`config.mk`:
```
export PLATFORM = sky130hd
export DESIGN_NAME = sram_march_bist
export DESIGN_NICKNAME = d
export VERILOG_FILES = /design/src/rtl/sram_march_bist.sv
export SDC_FILE = /design/constraint.sdc
export NUM_CORES = 1
export LEC_CHECK = 0
export BUFFER_PORTS_ARGS = -buffer_cell sky130_fd_sc_hd__buf_2
export CAP_MARGIN = 25
export CORE_MARGIN = 2
export CORE_UTILIZATION = 32
export CTS_CLUSTER_SIZE = 10
export DETAILED_ROUTE_END_ITERATION = 12
export SYNTH_ARGS = -nofsm -noshare
export SYNTH_HDL_FRONTEND = slang
export SYNTH_SLANG_ARGS = --single-unit
```
`constraint.sdc`:
```
create_clock -name clk -period 7.5 [get_ports clk]
set_input_delay 1.875 -clock clk [delete_from_list [all_inputs] [get_ports clk]]
set_output_delay 1.875 -clock clk [all_outputs]
set_load 0.05 [all_outputs]
```
`src/rtl/sram_march_bist.sv`:
```
// sram_march_bist: March C- BIST engine driving a bank of SRAM macros on a shared bus
// and checking the selected macro's Q through a READ_LAT-deep compare pipe.
module sram_march_bist #(
    parameter int NUM_MACROS = 4,
    parameter int ADDR_W     = 10,
    parameter int DATA_W     = 8,
    parameter int READ_LAT   = 1,
    parameter int CNT_W      = 16
) (
    input  logic                           clk,
    input  logic                           rst,
    input  logic                           start,
    input  logic                           abort,
    input  logic [$clog2(NUM_MACROS)-1:0]  macro_sel,
    input  logic [ADDR_W-1:0]              last_addr,
    input  logic [DATA_W-1:0]              bg,
    input  logic                           stop_on_fail,
    input  logic [NUM_MACROS*DATA_W-1:0]   sram_q,
    output logic [NUM_MACROS-1:0]          sram_cen,
    output logic                           sram_gwen,
    output logic [DATA_W-1:0]              sram_wen,
    output logic [ADDR_W-1:0]              sram_addr,
    output logic [DATA_W-1:0]              sram_din,
    output logic                           busy,
    output logic                           done,
    output logic                           pass,
    output logic [CNT_W-1:0]               fail_count,
    output logic [ADDR_W-1:0]              fail_addr,
    output logic [2:0]                     fail_elem,
    output logic [DATA_W-1:0]              fail_exp,
    output logic [DATA_W-1:0]              fail_act
);
    localparam int SEL_W = $clog2(NUM_MACROS);
    localparam int EW    = ADDR_W + 3 + DATA_W;
    localparam int PW    = READ_LAT * EW;

    typedef enum logic [2:0] {IDLE, ARM, RUN, DRAIN, DONE} state_t;

    state_t                state_q, state_d;
    logic [SEL_W-1:0]      sel_q, sel_d;
    logic [ADDR_W-1:0]     last_q, last_d, ptr_q, ptr_d, addr_q, addr_d, faddr_q, faddr_d;
    logic [DATA_W-1:0]     bg_q, bg_d, din_q, din_d, fexp_q, fexp_d, fact_q, fact_d;
    logic                  sof_q, sof_d, ph_q, ph_d, gwen_q, gwen_d, lastop_q, lastop_d;
    logic                  busy_q, busy_d, done_q, done_d, pass_q, pass_d;
    logic [2:0]            elem_q, elem_d, opel_q, opel_d, felem_q, felem_d;
    logic [1:0]            dcnt_q, dcnt_d;
    logic [NUM_MACROS-1:0] cen_q, cen_d;
    logic [CNT_W-1:0]      fcnt_q, fcnt_d;
    logic [READ_LAT-1:0]   pv_q, pv_d;
    logic [PW-1:0]         pd_q, pd_d;
    logic                  two, wr, down, at_end, rd, mism, issue;
    logic [DATA_W-1:0]     data, q_sel;

    always_comb begin
        two     = elem_q != 3'd0 && elem_q != 3'd5;
        wr      = elem_q == 3'd0 || ph_q;
        down    = elem_q == 3'd3 || elem_q == 3'd4;
        data    = ((elem_q == 3'd2 || elem_q == 3'd4) ^ ph_q) ? ~bg_q : bg_q;
        at_end  = down ? ptr_q == '0 : ptr_q == last_q;
        rd      = gwen_q && !(&cen_q);
        q_sel   = sram_q[sel_q*DATA_W +: DATA_W];
        mism    = pv_q[READ_LAT-1] && q_sel != pd_q[PW-EW +: DATA_W];
        state_d = state_q;
        sel_d = sel_q;
        last_d = last_q;
        bg_d = bg_q;
        sof_d = sof_q;
        ptr_d = ptr_q;
        elem_d = elem_q;
        ph_d = ph_q;
        dcnt_d = dcnt_q;
        cen_d = '1;
        gwen_d = 1'b1;
        addr_d = addr_q;
        din_d = din_q;
        opel_d = opel_q;
        lastop_d = 1'b0;
        busy_d = busy_q;
        done_d = done_q;
        pass_d = pass_q;
        fcnt_d = fcnt_q;
        faddr_d = faddr_q;
        felem_d = felem_q;
        fexp_d = fexp_q;
        fact_d = fact_q;
        issue = 1'b0;
        pv_d = (pv_q << 1) | READ_LAT'(rd);
        pd_d = (pd_q << EW) | PW'({addr_q, opel_q, din_q});
        if (mism) begin
            fcnt_d = (&fcnt_q) ? fcnt_q : fcnt_q + 1'b1;
            if (fcnt_q == '0) begin
                faddr_d = pd_q[PW-ADDR_W +: ADDR_W];
                felem_d = pd_q[PW-EW+DATA_W +: 3];
                fexp_d  = pd_q[PW-EW +: DATA_W];
                fact_d  = q_sel;
            end
        end
        case (state_q)
            IDLE, DONE: if (start) begin
                state_d = ARM;
                sel_d = macro_sel;
                last_d = last_addr;
                bg_d = bg;
                sof_d = stop_on_fail;
                elem_d = '0;
                ptr_d = '0;
                ph_d = 1'b0;
                done_d = 1'b0;
                pass_d = 1'b0;
                fcnt_d = '0;
                faddr_d = '0;
                felem_d = '0;
                fexp_d = '0;
                fact_d = '0;
            end
            ARM: begin
                state_d = RUN;
                busy_d = 1'b1;
                issue = 1'b1;
            end
            RUN, DRAIN: if (abort) begin
                state_d = IDLE;
                busy_d = 1'b0;
                pv_d = '0;
            end else if (state_q == RUN) begin
                if (lastop_q || (mism && sof_q)) begin
                    state_d = DRAIN;
                    dcnt_d = '0;
                end else issue = 1'b1;
            end else if (dcnt_q == 2'(READ_LAT - 1)) begin
                state_d = DONE;
                busy_d = 1'b0;
                done_d = 1'b1;
                pass_d = fcnt_d == '0;
            end else dcnt_d = dcnt_q + 1'b1;
            default: state_d = IDLE;
        endcase
        if (issue) begin
            cen_d = ~(NUM_MACROS'(1) << sel_q);
            gwen_d = ~wr;
            addr_d = ptr_q;
            din_d = data;
            opel_d = elem_q;
            lastop_d = elem_q == 3'd5 && at_end;
            // r,w pairs stay on one address; the pointer only moves after the second op
            if (two && !ph_q) ph_d = 1'b1;
            else begin
                ph_d = 1'b0;
                elem_d = at_end ? elem_q + 3'd1 : elem_q;
                ptr_d = at_end ? ((elem_q == 3'd2 || elem_q == 3'd3) ? last_q : '0)
                               : down ? ptr_q - 1'b1 : ptr_q + 1'b1;
            end
        end
    end

    always_ff @(posedge clk or posedge rst) begin
        if (rst) begin
            state_q <= IDLE;
            sel_q <= '0;
            last_q <= '0;
            bg_q <= '0;
            sof_q <= 1'b0;
            ptr_q <= '0;
            elem_q <= '0;
            ph_q <= 1'b0;
            dcnt_q <= '0;
            cen_q <= '1;
            gwen_q <= 1'b1;
            addr_q <= '0;
            din_q <= '0;
            opel_q <= '0;
            lastop_q <= 1'b0;
            busy_q <= 1'b0;
            done_q <= 1'b0;
            pass_q <= 1'b0;
            fcnt_q <= '0;
            faddr_q <= '0;
            felem_q <= '0;
            fexp_q <= '0;
            fact_q <= '0;
            pv_q <= '0;
            pd_q <= '0;
        end else begin
            state_q <= state_d;
            sel_q <= sel_d;
            last_q <= last_d;
            bg_q <= bg_d;
            sof_q <= sof_d;
            ptr_q <= ptr_d;
            elem_q <= elem_d;
            ph_q <= ph_d;
            dcnt_q <= dcnt_d;
            cen_q <= cen_d;
            gwen_q <= gwen_d;
            addr_q <= addr_d;
            din_q <= din_d;
            opel_q <= opel_d;
            lastop_q <= lastop_d;
            busy_q <= busy_d;
            done_q <= done_d;
            pass_q <= pass_d;
            fcnt_q <= fcnt_d;
            faddr_q <= faddr_d;
            felem_q <= felem_d;
            fexp_q <= fexp_d;
            fact_q <= fact_d;
            pv_q <= pv_d;
            pd_q <= pd_d;
        end
    end

    assign sram_cen   = cen_q;
    assign sram_gwen  = gwen_q;
    assign sram_wen   = {DATA_W{gwen_q}};
    assign sram_addr  = addr_q;
    assign sram_din   = din_q;
    assign busy       = busy_q;
    assign done       = done_q;
    assign pass       = pass_q;
    assign fail_count = fcnt_q;
    assign fail_addr  = faddr_q;
    assign fail_elem  = felem_q;
    assign fail_exp   = fexp_q;
    assign fail_act   = fact_q;
endmodule

```
==> results.md, run 1 <==
* Status: finished, final reports clean
* Max frequency at around 240 MHz
* Worst Path Required at between 7 and 8 ns
* Vias per cell at approximately 4.8
* Hold_buf cts at 0
* Hold_sp: opel_q[2]
* Seq/Total Area, Yosys at 0.516
* Initial Util at 0.328
* Seq cells post-synth at ~140
* Worst-Skew Late Latency at 0.42 ns
* Fin crit period at between 4 and 5 ns
* Highest metal used: met4
* Resized Gates After CTS at 0
* DR WL met3 at 855 um
* Layout fillers at around 2100
* Total negative setup slack at 0 ns
* Cell area after synthesis at between 6000 and 7000 um2
* Synth async-reset ratio at 1.00
* Critical path fanouts, max at 18
* # rows at 52
* Area of the die at between 20000 and 25000 um2
* Worst EP arrival at approximately 4.4 ns
* Slew Viols, Final at 0
* Die extent in y at around 150 um
* Commonest non-fill, non-tap cell in the layout: nand2_1
* Total GRT Usage at 0.155
* Congestion Overflow GR at 0
* CORE AREA at around 20000 um2
* Final hold vios at 0
* CTS buffer count at 17
* R2r endpoint: ptr_q[9]
* Synth cell types at 50
* CP endpoint kind: flip-flop
* Total Routed Length at about 17000 um
* Post-route cell area at 8150 um2
* Syn Area/Cell at 9.75 um2
* Final Wtd Congestion at slightly above 0.8
* Clock Sinks at ~140
* Setup violators final at 0
* CTS Buffer Depth at 2
* Critical path type: in2reg
* Leakage power at around 4 nW
* Synth Flop Type: dfrtp_1
* Synth Net Count at around 760
* Path depth of the worst reg2reg path at 8
* CP startpoint kind: input pin
* DRT iter0 DRCs at 201
* DR DRC count at 0
* Max-cap viol count at 0
* Hold path cells at 0
* Setup WS pre-CTS at between 2 and 3 ns
* Wirelength per Cell at roughly 15 um
* EDFF count, synth at 0
* Most frequent cells in the layout: nand2_1, buf_2, dfrtp_1
* Die Wd at approximately 150 um
* Post-synthesis cell count at a little under 700
* I/O Pins at 136
* IO buf count at 135
* Vias in the first global route at 5102
* Setup Buffers After CTS at 0
* Worst hold endpoint: pd_q[10]
* Pwr dens at roughly 400 nW/um2
* Slack of the critical path at 3.40 ns
* Actual slew at the worst max-slew pin at ~1.0 ns
* Clk Tree Root Cell: clkbuf_16
* RSZ-0062 raised after global routing: false
* Worst flop-to-flop path startpoint: sel_q[0]
* Reg2Reg Setup Slack at ~4.0 ns
* Hpwl dp at 11600 um
* Largest net degree at the start of global routing at 83
* # diodes at 0
* Area post-placement at between 7000 and 8000 um2
* Vias at 5136
* Tcrit/Tclk final at 0.547
* Yosys warnings at 0
* Area grow syn2layout at 22.5%
* CTS tree: yes
* First-pass GRT wire length at approximately 27000 um
* DR WL met2 at around 7900 um
* Initial antenna violation count at 0
* Worst Skew at around 0.011 ns
* H-tree levels at 4
* DRT antenna net count at 0
* Clock transition at the registers of the reported paths at 0.06 ns
* VDD IR-drop max at approximately 0.18 mV
* Ratio of cells with drive above 1 in the final layout at 0.252
* DR pass1 iterations at 5
* Worst hold path class: reg2reg
* WL met1 at between 7000 and 8000 um
* Slew HR at 0.316
* Nets at slightly below 900
state kept, by name, indices dropped and copies added, names as in the netlist, 2 cells and up:
register,cells
bg_q,8
fail_act,8
last_q,10
fail_addr,10
ptr_q,10
pd_q,21
sram_din,8
state_q,3
sel_q,2
sram_cen,4
sram_addr,10
fail_count,16
opel_q,3
fail_exp,8
fail_elem,3
dcnt_q,2
elem_q,3
how the worst max path moves through the flow:
| stage | startpoint | to | slack (ns) |
|---|---|---|---|
| finish | sram_q[13] | ptr_q[9] | 3.40 |
| global route | sram_q[13] | elem_q[0] | 3.16 |
| CTS | sram_q[13] | ptr_q[9] | 3.04 |
| detailed placement | sram_q[13] | ptr_q[9] | 2.62 |
| global placement | sram_q[13] | ptr_q[9] | 2.68 |
| floorplan | rst | bg_q[0] | 1.97 |
critical path: stages:
cell	delay (ns)
buf_2	0.09
mux4_1	0.55
xnor2_1	0.18
nand4_1	0.21
o21ai_4	0.50
a21oi_4	0.17
a21oi_4	0.39
mux2_1	0.36
o31ai_1	0.06
report_power, final:
| part | internal (mW) | leakage [nW] | switching [mW] |
|---|---|---|---|
| clock network | 0.599 | 0.311 | 0.315 |
| registers | 0.944 | 1.82 | 0.189 |
| logic | 0.376 | 1.79 | 0.851 |
| total | 1.92 | 3.92 | 1.36 |
kinds of logic after synthesis:
family / synth area share
AOI/OAI and AO/OA: 0.0939
xor gates and xnor gates: 0.0672
adders and majority gates: 0.0312
buffers and inverters: 0.0442
DFF: 0.516
muxes: 0.0621
and+or+nand+nor: 0.185
Yosys cell counts, types with 2 or more instances:
library cell	number	area, um2
mux2i_1	9	90.1
xor2_1	16	140
dfstp_2	5	131
or2_2	5	31.3
buf_2	7	35.0
nand2_1	163	612
o21ai_0	36	180
nor2_1	34	128
mux2_2	11	124
a21oi_1	47	235
mux4_2	6	135
o211ai_1	2	15.0
clkbuf_1	24	90.1
nand2b_1	4	25.0
nor4_1	9	56.3
mux4_1	2	52.6
inv_1	19	71.3
buf_4	10	75.1
buf_6	2	22.5
and3_1	11	68.8
a31oi_1	3	18.8
xnor2_1	35	307
nor3_1	13	65.1
a21o_1	3	22.5
nor4b_1	4	35.0
o21bai_1	2	15.0
o21ai_1	5	25.0
or3_1	5	31.3
nand3_1	16	80.1
ha_1	15	188
dfrtp_1	132	3300
nand3b_1	2	15.0
nor2b_1	2	12.5
nand4_1	7	43.8
layout make-up:
class	instances	area, um2	area share
clock buffers	20	447	0.0548
repair buffers	140	726	0.0891
clock inverters	11	194	0.0238
inverters	19	76.3	0.00937
well taps	270	338	0.0415
multi-input cells	483	2930	0.360
flip-flops and latches	137	3430	0.421
per-stage QoR:
step           instances  total power, mW  hold WS, ns   util
2_1_floorplan        682             2.09        0.354      -
3_3_place_gp        1048             2.36        0.372  0.369
3_5_place_dp        1048             2.38        0.373  0.369
4_1_cts             1079             3.30        0.380  0.400
5_1_grt             1080             3.48        0.398  0.401
6_report            1080             3.27        0.378  0.401
per-layer routing:
metal	GRT usage	up-vias
met5	0	-
met4	0.0467	0
met3	0.0371	22
met2	0.254	119
met1	0.206	2457
li1	-	2538
Note: power is estimated with default switching activity, not from simulation.
==> run 2, diff against run 1 <==
clock period = 3.9 ns   (was 7.5 ns; I/O delays follow)
==> results.md, run 2 (synthesis gave the netlist of run 1 again) <==
* Status: finished, final reports clean (unchanged)
* Critical path fanouts, max at 13 (was 18)
* Worst Skew at 0.0153 ns (was 0.0111 ns)
* I/O Pins at 136 (unchanged)
* Total GRT Usage at 0.158 (was 0.155)
* Setup violators final at 0 (unchanged)
* Total Routed Length at 16600 um (was 16500 um)
* Slew HR at 0.323 (was 0.316)
* # diodes at 0 (unchanged)
* Hold_buf cts at 0 (unchanged)
* Worst path slowest cell: dfrtp_1 (was mux4_1)
* Actual slew at the worst max-slew pin at 1.01 ns (was 1.02 ns)
* Vias per cell at 4.78 (was 4.76)
* CTS buffer count at 17 (unchanged)
* Initial antenna violation count at 0 (unchanged)
* CP delay by family, top: compound AO/OA/AOI/OAI gates (unchanged)
* Resized Gates After CTS at 0 (unchanged)
* Worst EP arrival at 3.72 ns (was 4.41 ns)
* RSZ-0062 raised after global routing: false (unchanged)
* Final hold vios at 0 (unchanged)
* Fin crit period at between 3 and 4 ns
* Wirelength per Cell at 15.3 um (about the same)
* Tcrit/Tclk final at 0.874
* Leakage power at 3.94 nW (was 3.92 nW)
* Max-cap viol count at 0 (unchanged)
* CTS Buffer Depth at 2 (unchanged)
* DRT antenna net count at 0 (unchanged)
* Commonest non-fill, non-tap cell in the layout: nand2_1 (unchanged)
* Reg2Reg Setup Slack at 0.49 ns (was 4.01 ns)
* Congestion Overflow GR at 0 (unchanged)
* Clock transition at the registers of the reported paths at 0.06 ns (about the same)
* Vias at 5207 (was 5136)
* Worst hold path class: reg2reg (unchanged)
* CP startpoint kind: flip-flop (was input pin)
* Post-route cell area at 8210 um2 (was 8150 um2)
* Area grow syn2layout at 23.5% (was 22.5%)
* # rows at 52 (unchanged)
* Clock Sinks at 137 (unchanged)
* Worst Setup EP: ptr_q[9] (unchanged)
* Die Wd at 148 um (unchanged)
* Vias in the first global route at 5094 (was 5102)
* IO buf count at 135 (unchanged)
* CTS tree: yes (unchanged)
* Nets at 880 (was 871)
* CORE AREA at 20300 um2 (unchanged)
* Top reg by flops: pd_q (unchanged)
* Die extent in y at 148 um (unchanged)
* Setup crit start: sel_q[0] (was sram_q[13])
* CP most frequent cell: a21oi_4 (unchanged)
* Pwr dens at 760 nW/um2 (was 402 nW/um2)
* Slew Viols, Final at 0 (unchanged)
* Area of the die at 22000 um2 (unchanged)
* First-pass GRT wire length at 27400 um (was 26900 um)
* Setup Buffers After CTS at 0 (unchanged)
* Number of flip-flops in the largest register at 21 (unchanged)
* H-tree levels at 4 (unchanged)
* Worst-Skew Late Latency at 0.43 ns (was 0.42 ns)
* Clk Tree Root Cell: clkbuf_16 (unchanged)
* Initial Util at 0.328 (unchanged)
* Hpwl dp at 11900 um (was 11600 um)
* DR pass1 iterations at 4 (was 5)
* Max frequency at 294 MHz
* Final Wtd Congestion at 0.841 (was 0.821)
* Most frequent cells in the layout: nand2_1, buf_2, dfrtp_1 (unchanged)
* Critical Path, Cell by Cell: mux4_1 -> xnor2_1 -> nand4_1 -> o21ai_4 -> a21oi_4 -> a21oi_4 -> mux2_1 -> o31ai_1 (was buf_2 -> mux4_1 -> xnor2_1 -> nand4_1 -> o21ai_4 -> a21oi_4 -> a21oi_4 -> mux2_1 -> o31ai_1)
* DRT iter0 DRCs at 266 (was 201)
* Worst Path Required at 4.21 ns (was 7.81 ns)
* VDD IR-drop max at 0.329 mV (was 0.182 mV)
* CP Buf/Inv Count at 0 (was 1)
* Critical path type: reg2reg (was in2reg)
* Largest net degree at the start of global routing at 51 (was 83)
* Area post-placement at 7590 um2 (was 7490 um2)
* Ratio of cells with drive above 1 in the final layout at 0.262 (was 0.252)
* Worst flop-to-flop path startpoint: sel_q[0] (unchanged)
* Stages on the worst setup path at 8 (was 9)
* R2r endpoint: ptr_q[9] (unchanged)
* Total negative setup slack at 0 ns (unchanged)
* DR DRC count at 0 (unchanged)
* Path depth of the worst reg2reg path at 8 (unchanged)
* CP peak stage delay at 0.79 ns (was 0.55 ns)
* CP endpoint kind: flip-flop (unchanged)
## run 2: layout make-up
class,count,area [um2]
clock inverters,10,141
clock buffers,22,484
fillers,2025,12100
inverters,19,75.1
multi-input cells,483,2930
well taps,270,338
repair buffers,149,806
flip-flops and latches,137,3430
## run 2: power by group
part / switching (mW) / internal, mW / leakage (nW)
sequential: 0.351 / 1.82 / 1.82
clock: 0.613 / 1.07 / 0.291
combinational: 1.65 / 0.741 / 1.84
total: 2.62 / 3.63 / 3.94
## run 2: how the worst min path moves through the flow
| stage | startpoint | endpoint | slack (ns) | cells after the start |
|---|---|---|---|---|
| 6_report | opel_q[0] | pd_q[8] | 0.37 | 0 |
| 5_1_grt | opel_q[0] | pd_q[8] | 0.39 | 0 |
| 4_1_cts | opel_q[0] | pd_q[8] | 0.37 | 0 |
| 3_5_place_dp | opel_q[1] | pd_q[9] | 0.36 | 0 |
| 3_3_place_gp | opel_q[0] | pd_q[8] | 0.36 | 0 |
| 2_1_floorplan | opel_q[2] | pd_q[10] | 0.35 | 0 |
## run 2: stage by stage
step	power, mW	hold slack [ns]	worst slack, ns	util	std cells
6_report	6.25	0.368	0.493	0.405	1090
5_1_grt	6.64	0.386	0.251	0.405	1090
4_1_cts	6.34	0.371	0.469	0.405	1090
3_5_place_dp	4.62	0.363	0.352	0.374	1058
3_3_place_gp	4.59	0.359	0.369	0.374	1058
2_1_floorplan	4.02	0.354	0.855	-	682
## run 2: worst register-to-register path, cell delays in order (launching register included)
cell	delay, ns
dfrtp_1	0.79
mux4_1	0.69
xnor2_1	0.20
nand4_1	0.21
o21ai_4	0.47
a21oi_4	0.23
a21oi_4	0.30
mux2_1	0.35
o31ai_1	0.06
## run 2: layer usage
metal / global-route usage / routed length, um / vias up
met4: 0.0381 / 201 / 0
li1: - / - / 2552
met3: 0.0423 / 799 / 15
met1: 0.210 / 7540 / 2506
met5: 0 / 0 / -
met2: 0.260 / 8100 / 134
